--- src/rtl/alu_arbiter.sv ---
// alu_arbiter
//   Shares the single execute-stage ALU between the main pipeline EXE stage
//   (requester 0) and the auxiliary address/branch-target unit (requester 1).
//   Requester 0 has priority; requester 1 is force-granted once it has waited
//   STARVE_LIMIT consecutive cycles. The ALU result is registered and returned
//   one cycle after the grant, tagged with the owning requester. The block also
//   owns the architectural {Z,C,N,V} flag register, which feeds the ALU carry-in.
//
// Handshake: a requester raises rN_req with its cmd/operands/S bit and holds
//   them until rN_gnt is seen high in the same cycle. The grant is combinational.
//   The response (rsp_valid, one cycle wide) lands on the following edge.
//
// Ports:
//   clk, rst_n                   clock, asynchronous active-low reset
//   r0_req/cmd/op1/op2/s         requester 0 request, command, operands, set-flags
//   r1_req/cmd/op1/op2/s         requester 1 request, command, operands, set-flags
//   r0_gnt, r1_gnt               combinational grants (one-hot or zero)
//   alu_in1, alu_in2             ALU operands from the granted requester
//   alu_command                  ALU command from the granted requester
//   alu_cin                      ALU carry-in, the current C flag
//   alu_status, alu_out          ALU {Z,C,N,V} status and result
//   rsp_valid, rsp_id, rsp_data  registered response strobe, owner, result
//   flags                        architectural flag register {Z,C,N,V}
module alu_arbiter #(
    parameter int STARVE_LIMIT = 4,
    parameter int CNT_W        = 4
) (
    input  logic        clk,
    input  logic        rst_n,
    input  logic        r0_req,
    input  logic [3:0]  r0_cmd,
    input  logic [31:0] r0_op1,
    input  logic [31:0] r0_op2,
    input  logic        r0_s,
    input  logic        r1_req,
    input  logic [3:0]  r1_cmd,
    input  logic [31:0] r1_op1,
    input  logic [31:0] r1_op2,
    input  logic        r1_s,
    output logic        r0_gnt,
    output logic        r1_gnt,
    output logic [31:0] alu_in1,
    output logic [31:0] alu_in2,
    output logic        alu_cin,
    output logic [3:0]  alu_command,
    input  logic [3:0]  alu_status,
    input  logic [31:0] alu_out,
    output logic        rsp_valid,
    output logic        rsp_id,
    output logic [31:0] rsp_data,
    output logic [3:0]  flags
);

    localparam logic [3:0] CMD_MOV = 4'b0001;
    localparam logic [3:0] CMD_ADD = 4'b0010;
    localparam logic [3:0] CMD_ADC = 4'b0011;
    localparam logic [3:0] CMD_SUB = 4'b0100;
    localparam logic [3:0] CMD_SBC = 4'b0101;
    localparam logic [3:0] CMD_AND = 4'b0110;
    localparam logic [3:0] CMD_ORR = 4'b0111;
    localparam logic [3:0] CMD_EOR = 4'b1000;
    localparam logic [3:0] CMD_MVN = 4'b1001;
    localparam logic [3:0] CMD_CMP = 4'b1100;
    localparam logic [3:0] CMD_TST = 4'b1110;

    localparam logic [CNT_W-1:0] LIMIT = CNT_W'(STARVE_LIMIT);

    logic [CNT_W-1:0] cnt;
    logic             starved;
    logic             any_gnt;
    logic             gnt_s;
    logic [3:0]       gnt_cmd;
    logic [3:0]       flags_next;
    logic [3:0]       flags_zn;

    // Grants are forced low while reset is asserted.
    assign starved = (cnt == LIMIT);
    assign r1_gnt  = rst_n & r1_req & (~r0_req | starved);
    assign r0_gnt  = rst_n & r0_req & ~r1_gnt;
    assign any_gnt = r0_gnt | r1_gnt;

    // Carry-in comes from the flag register before this cycle's update.
    assign alu_cin = flags[2];

    always_comb begin
        alu_command = 4'b0000;
        alu_in1     = '0;
        alu_in2     = '0;
        gnt_s       = 1'b0;
        gnt_cmd     = 4'b0000;
        if (r1_gnt) begin
            alu_command = r1_cmd;
            alu_in1     = r1_op1;
            alu_in2     = r1_op2;
            gnt_s       = r1_s;
            gnt_cmd     = r1_cmd;
        end else if (r0_gnt) begin
            alu_command = r0_cmd;
            alu_in1     = r0_op1;
            alu_in2     = r0_op2;
            gnt_s       = r0_s;
            gnt_cmd     = r0_cmd;
        end
    end

    // Logical ops touch only Z and N; C and V carry over from before.
    assign flags_zn = {alu_status[3], flags[2], alu_status[1], flags[0]};

    always_comb begin
        flags_next = flags;
        if (any_gnt) begin
            case (gnt_cmd)
                CMD_ADD, CMD_ADC, CMD_SUB, CMD_SBC: begin
                    if (gnt_s) flags_next = alu_status;
                end
                CMD_CMP: flags_next = alu_status;
                CMD_MOV, CMD_MVN, CMD_AND, CMD_ORR, CMD_EOR: begin
                    if (gnt_s) flags_next = flags_zn;
                end
                CMD_TST: flags_next = flags_zn;
                default: flags_next = flags;
            endcase
        end
    end

    always_ff @(posedge clk or negedge rst_n) begin
        if (!rst_n) begin
            cnt <= '0;
        end else if (r1_req && !r1_gnt) begin
            if (!starved) cnt <= cnt + 1'b1;
        end else begin
            cnt <= '0;
        end
    end

    always_ff @(posedge clk or negedge rst_n) begin
        if (!rst_n) begin
            rsp_valid <= 1'b0;
            rsp_id    <= 1'b0;
            rsp_data  <= '0;
            flags     <= 4'b0000;
        end else begin
            rsp_valid <= any_gnt;
            flags     <= flags_next;
            if (any_gnt) begin
                rsp_id   <= r1_gnt;
                rsp_data <= alu_out;
            end
        end
    end

endmodule
--- config.mk ---
export PLATFORM = sky130hd
export DESIGN_NAME = alu_arbiter
export DESIGN_NICKNAME = d
export VERILOG_FILES = /design/src/rtl/alu_arbiter.sv
export SDC_FILE = /design/constraint.sdc
export NUM_CORES = 1
export LEC_CHECK = 0
export ABC_AREA = 1
export CAP_MARGIN = 15
export CORE_AREA = 10 10 104 106
export CTS_CLUSTER_SIZE = 30
export DETAILED_ROUTE_END_ITERATION = 8
export DIE_AREA = 0 0 114 116
export DONT_BUFFER_PORTS = 1
export PLACE_DENSITY = 0.4
export SYNTH_ARGS = -nofsm -noshare
export SYNTH_HDL_FRONTEND = slang
export SYNTH_SLANG_ARGS = --single-unit
--- constraint.sdc ---
create_clock -name clk -period 5.7 [get_ports clk]
set_input_delay 1.14 -clock clk [delete_from_list [all_inputs] [get_ports clk]]
set_output_delay 1.14 -clock clk [all_outputs]
set_load 0.01 [all_outputs]
* Word-level counts from Yosys, hierarchy flattened
Cells that the tools add are included.
** Operators by class
- Reduce and logical (&&, ||, !) cells :: 8
- Muxes and demuxes :: 13
- Bitwise gates (word level) :: 10
- Equal/unequal tests :: 15
- Add/subtract/negate cells :: 1
** Operator list (number)
- 2-to-1 mux 32 bit :: 4
- 2-to-1 mux 4 bit :: 6
- == test 4 x 3 -> 1 bit (second input constant) :: 5
- == test 4 bit (second input constant) :: 4
- case mux 4 bit (4 select lines) :: 1
- == test 4 x 2 -> 1 bit (second input constant) :: 2
- inequality test 2 bit (second input constant) :: 3
- AND reduction 5 bit :: 1
- OR reduction 5 bit :: 1
- adder 4 x 1 -> 4 bit (second input constant) :: 1
- bitwise AND 1 bit :: 4
- == test 4 x 1 -> 1 bit (second input constant) :: 1
- inverter 1 bit :: 4
- AND reduction 4 bit :: 1
- nonzero test 4 bit :: 1
- OR reduction 4 bit :: 1
- 2-to-1 mux 1 bit :: 2
- bitwise OR 1 bit :: 2
- nonzero test 2 bit :: 1
- logical AND 1 bit :: 1
- logical NOT 1 bit :: 1
** Word-level totals
- Output and inout port bits :: 109
- Logic and storage cells :: 53
- Flip-flop bits (word level) :: 42
- Input bits :: 178

* Longest topological paths before layout
- Word-level depth :: 11
- Depth in mapped cells :: 16
- Depth with buffers taken out :: 16

* Worst setup path before layout
Ideal clock, no wire load.
- Kind :: input to output
- Start point :: input r1_req
- End point :: output alu_in1[10]
- Stages :: 6
- Data required time :: 4.560 ns
- Path buffers :: 2
- Setup slack :: 2.429 ns
- Arrival time :: 2.131 ns
- Path through :: nand2_1 -> a21oi_4 -> nor2_1 -> buf_2 -> clkbuf_1 -> a22o_1
** Between the ends
- Longest elaborated chain between the ends :: 6
** Ends and longest elaborated chain
- start, declared :: line 35 : input logic r1_req,
- bitwise AND 1 bit (*) (2 in a row) :: line 78 : assign r1_gnt = rst_n & r1_req & (~r0_req | starved);
- inverter 1 bit :: line 79 : assign r0_gnt = rst_n & r0_req & ~r1_gnt;
- bitwise AND 1 bit :: line 79
- 2-to-1 mux 32 bit :: line 97 : end else if (r0_gnt) begin
- 2-to-1 mux 32 bit (*) :: line 91 : if (r1_gnt) begin
- end, declared :: line 42 : output logic [31:0] alu_in1,
Mark *: on every way between the ends. The rest lies on a longest branch, timed or not.

* Worst setup path after layout
- Start point :: input rst_n
- End point :: output alu_in2[4]
** Between the ends
- Longest elaborated chain between the ends :: 6
- Elaborated cells on any way between the ends :: 7
- Classes of those cells :: mux (2); bitwise (5)
** Ends and longest elaborated chain
- start, declared :: line 29 : input logic rst_n,
- bitwise AND 1 bit (2 in a row) :: line 78
- inverter 1 bit :: line 79
- bitwise AND 1 bit (*) :: line 79
- named net r0_gnt :: line 40 : output logic r0_gnt,
- 2-to-1 mux 32 bit (*) :: line 97
- 2-to-1 mux 32 bit (*) :: line 91
- end, declared :: line 43 : output logic [31:0] alu_in2,
The timed path passes the listed nets; every way through them passes the cells marked *.

==> results <==
- In the final layout, the multi-input gates occupy 1340 um2.
- The average cell area after synthesis is 10.4 um2.
- The number of sinks driven by the clock tree is 42.
- The setup TNS after final layout is 0 ns.
- The library cells used most frequently in the layout, excluding fill and tap cells, are sky130_fd_sc_hd__a22o_1 (64), sky130_fd_sc_hd__dfrtp_1 (42), sky130_fd_sc_hd__mux2_2 (32).
- The cell sitting at the root of the clock tree is a sky130_fd_sc_hd__clkbuf_8.
- In this run the worst hold path is classified as in -> async.
- The netlist uses 27 different library cells.
- The kind of cell with the highest combined delay along the critical path is simple AND/OR/NAND/NOR gates.
- The depth of the worst register-to-register path is 14.
- The routed wire length is 10000 um.
- The total overflow reported by the global router is 0.
- The detailed-routing iteration count for the pre-antenna-repair pass is 4.
- The maximum root-to-sink buffer count is 2.
- The number of remaining DRC errors is 0.
- Among all flip-flop cells after synthesis, the most frequent one is sky130_fd_sc_hd__dfrtp_1.
- Setup repair after global routing left no endpoint under its margin.
- The number of synthesized register bits is 42.
- Dividing total power by cell area gives a power density of 290 nW/um2.
- In this run the vertical extent of the chip is 116 um.
- The detailed router's first-iteration violation count is 112.
- The later pin in the worst-skew pair is clocked with a latency of 0.28 ns.
- Headroom to the max-slew limit came out at 36.1%.
- The initial antenna violation count came to 0.
- The area overhead of the layout relative to synthesis is 7.59%.
- The largest vdd supply drop is 164 uV.
- The actual transition at the worst max-transition pin is 0.956 ns.
- The number of buffers created by CTS is 5.
- Between clock sinks in the finished design, the worst skew comes to 0.00101 ns.
- The critical path is of the in -> out type.
- For this run, the slowest stage of the critical path takes 0.72 ns.
- The core footprint is 8680 um2.
- The post-layout worst setup margin is 1.84 ns.
- The synthesized design contains 0 enable-type register cells.
- The I/O pin count is 287.
- The cell type with the largest total area after synthesis is sky130_fd_sc_hd__dfrtp_1.
- Clock-pin slew was measured on the worst setup and hold paths at 0.08 ns.
- The async set or reset register ratio after synthesis is 100%.
- The commonest non-fill, non-tap cell in the layout is sky130_fd_sc_hd__a22o_1.
- The category of the worst setup path launch point is an input port.
- The area of all sequential standard cells is 1050 um2.
- The number of hold buffers added after CTS is 0.
- The first global-routing pass estimated 13000 um of wire.
- Walking the worst path, the cells encountered are nand2_1 -> a21oi_4 -> nor2_4 -> buf_4 -> a22o_1.
- The antenna diode count is 0.
- The overall die width is 114 um.
- Across the run, the number of max-cap violations was 0.
- Data on the critical path is required at its endpoint by 4.56 ns.
- The antenna violation net count after detailed routing is 0.
- Dividing the detail-routed wire length by the instance count gives 29.3 um.
- The clock tree from TritonCTS is done.
- The post-cts repair resize count is 0.
- The final cycle utilization of the critical path is 67.7%.
- The total die area is 13200 um2.
- The number of setup violations in the final report is 0.
- In this run the critical register-to-register path is captured at flags[1]$_DFFE_PN0P_.
- The post-CTS repair timing setup buffer count is 0.
- The cell with the largest stage delay on the worst path is sky130_fd_sc_hd__nor2_4.
- The largest net degree at the start of global routing is 71.
- The gate count of the mapped netlist is 242.
- In the final layout, the share of cells above drive strength 1 is 25.1%.
- The critical path arrival is 2.72 ns.
- In the final design database the tool counted 414 nets.
- The initial core utilization is 29.1%.
- The final count of pins violating max slew is 0.
- The global-route usage over all layers is 12.5%.
- Synthesis produced a netlist with a net count of 422.
- Sequential elements use 41.7% of the synthesized area.
- The routed layout has 1970 vias.
- The post-placement setup slack is 1.86 ns.
- Summed over all cells, the static leakage comes to 1.18 nW.
- The detailed placement HPWL is 8690 um.
- The minimum clock period is 3.86 ns.
- After synthesis the cells add up to 2520 um2.
- The congestion estimate from routability-driven global placement came to 0.757.
- The register-to-register path setup slack is 3.09 ns.
- Static timing analysis puts the maximum clock frequency at 259 MHz.
- The via density per instance is 5.74.
- The top cell type by area accounts for 41.7% of the synthesized area.
- The number of H-tree levels is 2.
- The largest fanout on the critical path is 44.
- The number of buffers and inverters on the critical path is 1.
- The tightest hold path in the finished design has a slack of 0.541 ns.
- The final hold violation count came to 0.
- The run finished with clean final reports.
- The number of global-route vias before repair came to 1971.
- Fill cells in the final layout number 886.
- STA classifies the critical path endpoint as a primary output.
- The Yosys step of the flow raised 0 warnings.
- Buffers placed on the I/O ports in this run total 0.
- The source of the worst register-to-register timing path is cnt[0]$_DFFE_PN0P_.
- By area the synthesized netlist is led by sky130_fd_sc_hd__dfrtp_1 (42%), sky130_fd_sc_hd__a22o_1 (22%), sky130_fd_sc_hd__mux2_2 (14%).
- The floorplan has 34 rows.
==> power by group <==
| part | total (mW) | switching [mW] | internal, mW | leakage, nW |
|---|---|---|---|---|
| Clock | 0.228 | 0.0976 | 0.131 | 0.0514 |
| Sequential | 0.402 | 0.0598 | 0.343 | 0.503 |
| Combinational | 0.157 | 0.0878 | 0.0693 | 0.625 |
==> sequential cells by signal, summed over array words and instances, names as in the netlist <==
signal	cells
rsp_data	32
cnt	4
rsp_id	1
flags	4
rsp_valid	1
==> synthesized netlist by cell type (3+ instances only) <==
cell                        n
sky130_fd_sc_hd__nand2_1   29
sky130_fd_sc_hd__nand3_2    3
sky130_fd_sc_hd__nand3_1    8
sky130_fd_sc_hd__nand4_1    4
sky130_fd_sc_hd__buf_1      4
sky130_fd_sc_hd__dfrtp_1   42
sky130_fd_sc_hd__nand2_4    3
sky130_fd_sc_hd__nand2_2    5
sky130_fd_sc_hd__a21oi_1    3
sky130_fd_sc_hd__inv_1     13
sky130_fd_sc_hd__o21ai_1    3
sky130_fd_sc_hd__buf_2     10
sky130_fd_sc_hd__a22o_1    64
sky130_fd_sc_hd__clkbuf_1   3
sky130_fd_sc_hd__mux2_2    32
==> area by class of cell <==
| class | count | area share (%) |
|---|---|---|
| inverters | 15 | 2.07 |
| clock buffers | 6 | 2.67 |
| flip-flops and latches | 42 | 38.7 |
| multi-input cells | 167 | 49.3 |
| clock inverters | 2 | 1.38 |
| well taps | 108 | 4.98 |
| repair buffers | 3 | 0.830 |
==> through the flow <==
step / total power [mW] / std cells / area (um2) / utilization (%)
after global routing: 0.834 / 343 / 2710 / 31.3
final: 0.788 / 343 / 2710 / 31.3
after global placement: 0.571 / 335 / 2600 / 30.0
after detailed placement: 0.571 / 335 / 2600 / 30.0
after floorplan: 0.534 / 242 / 2520 / -
after CTS: 0.805 / 343 / 2710 / 31.3
==> metal layers <==
metal  up-vias  GRT usage, %  routed length (um)
met4         0          1.00                  38
met2       156          22.6                5390
met1       936          12.5                3060
met5         -             0                   0
met3         4          7.75                1550
li1        874             -                   -
==> worst max-delay path by stage <==
| stage | from | to | slack (ns) | depth (start not counted) |
|---|---|---|---|---|
| after floorplan | r1_req | alu_in1[10] | 2.43 | 6 |
| after global placement | rst_n | alu_in1[21] | 1.90 | 5 |
| after detailed placement | rst_n | alu_in1[21] | 1.86 | 5 |
| after CTS | rst_n | alu_in1[21] | 1.86 | 5 |
| after global routing | rst_n | alu_in1[21] | 1.72 | 5 |
| final | rst_n | alu_in2[4] | 1.84 | 5 |
==> logic make-up after synthesis <==
group	count (synthesis)	synth area share [%]
DFF	42	41.7
xor gates and xnor gates	1	0.347
buffers and inverters	33	5.56
adders and majority gates	2	0.992
AOI/OAI and AO/OA	74	24.8
and+or+nand+nor	58	12.4
muxes	32	14.3
(Power assumes the default switching activity.)
==> RTL change (same settings) <==
The parameter `CNT_W` goes from 4 to 6.
--- a/src/rtl/alu_arbiter.sv
+++ b/src/rtl/alu_arbiter.sv
@@ -23,7 +23,7 @@
 //   flags                        architectural flag register {Z,C,N,V}
 module alu_arbiter #(
     parameter int STARVE_LIMIT = 4,
-    parameter int CNT_W        = 4
+    parameter int CNT_W        = 6
 ) (
     input  logic        clk,
     input  logic        rst_n,
Formal check against the unedited RTL: same outputs for any inputs over 10 cycles, from zero or initial values and one cycle with rst_n low; that may be too few to reach the edited logic, so the function may still have changed.
==> RTL change against the original RTL <==
Power increased by 0.78%; wire length increased by 4.5%; worst setup slack improved by 110 ps; sequential share of layout area increased by 0.73 points; synthesized area increased by 3.0%; sequential cell count increased by 2; cell area increased by 2.8%; count of clock-buffer cells in the layout unchanged.
==> RTL change: results (changes against the original RTL) <==
- DP HPWL: 9.156 mm (+5.4%)
- Status: completed
- Vias in the first global route: 2301 (+17%)
- Vias: 2096 (+6.4%)
- Power Combinational: 0.149 mW (-5%)
- GP Congestion: 0.8092 (+6.9%)
- Fin cells: 360 (+5.0%)
- Sw Share: 30.49% (-0.64 points)
- Pre-CTS WS: 1936 ps (+72.84 ps)
- Slew headroom: 53.30% (+17 points)
- Syn_area_per_cell: 10.03 µm² (-3.7%)
- NumNets Final: 431 (+4.1%)
- Largest registers in the final layout: rsp_data (32), cnt (6), flags (4)
- # placed instances: 352 (+5.1%)
- XOR/XNOR share of the synthesized area: 0.3370% (-0.010 points)
- PnR worst setup slack: 1956 ps (+114.0 ps)
- Seq/Total Area, Yosys: 42.37% (+0.70 points)
- Filler Cell Count: 902 (+1.8%)
- Sequential share of power: 52.2% (+1.1 points)
- Post-Synth Adder-Cell Area: 0.9629% (-0.029 points)
- Count of multi-input gates: 179 (+7.2%)
- Largest net degree at the start of global routing: 72 (+1.4%)
- Seq. cell area: 1101 µm² (+4.8%)
- Skew final: 2.806 ps (+1.799 ps)
- Post-Place Cell Area: 2683 µm² (+3.0%)
- Final clock-cell share: 3.856% (-0.20 points)
- Data buffer area share: 0.8072% (-0.023 points)
- Crit path DAT: 2600 ps (-120 ps)
- Min Hold Slack: 536.9 ps (-4.457 ps)
- Final Util: 32.15% (+0.88 points)
- Post-synthesis mux area share: 13.87% (-0.42 points)
- Final wirelength: 10.50 mm (+4.5%)
- Clock tree sinks: 44 (+4.8%)
- Worst vdd ir: 97.69 µV (-41%)
- Post-synth top cells: a22o_1, dfrtp_1, nand2_1
- R2r setup slk: 3010 ps (-80 ps)
- P_leak: 1.243 nW (+5.4%)
- Inverters: 18 (+3)
- Initial DRC Count: 140 (+25%)
RTL change: cell count changes after synthesis, moves of 3 or more:
cell / change
nand2_1: +7
clkbuf_1: +6
buf_1: -4
nor2_1: +4
inv_1: +3
nand3_1: +3
o21ai_0: +3
RTL change: final timing paths:
check,startpoint,end
hold reg to reg,cnt[5]$_DFFE_PN0P_,cnt[5]$_DFFE_PN0P_
min in group clk,cnt[5]$_DFFE_PN0P_,cnt[5]$_DFFE_PN0P_
max in group asynchronous,rst_n,rsp_data[20]$_DFFE_PN0P_
setup / recovery,rst_n,alu_in1[31]
setup reg to reg,cnt[0]$_DFFE_PN0P_,flags[3]$_DFFE_PN0P_
hold / removal,rst_n,rsp_data[10]$_DFFE_PN0P_
RTL change: layer usage:
layer  GRT usage (%)  wire length, µm
met5               0                0
met4           5.096              191
met3           8.682             1569
met2           23.39             5278
met1           13.89             3462
RTL change: critical path: stages:
cell     delay [ps]
nand2_1         140
a21oi_4          60
nor2_4          540
buf_4           430
a22o_1          270
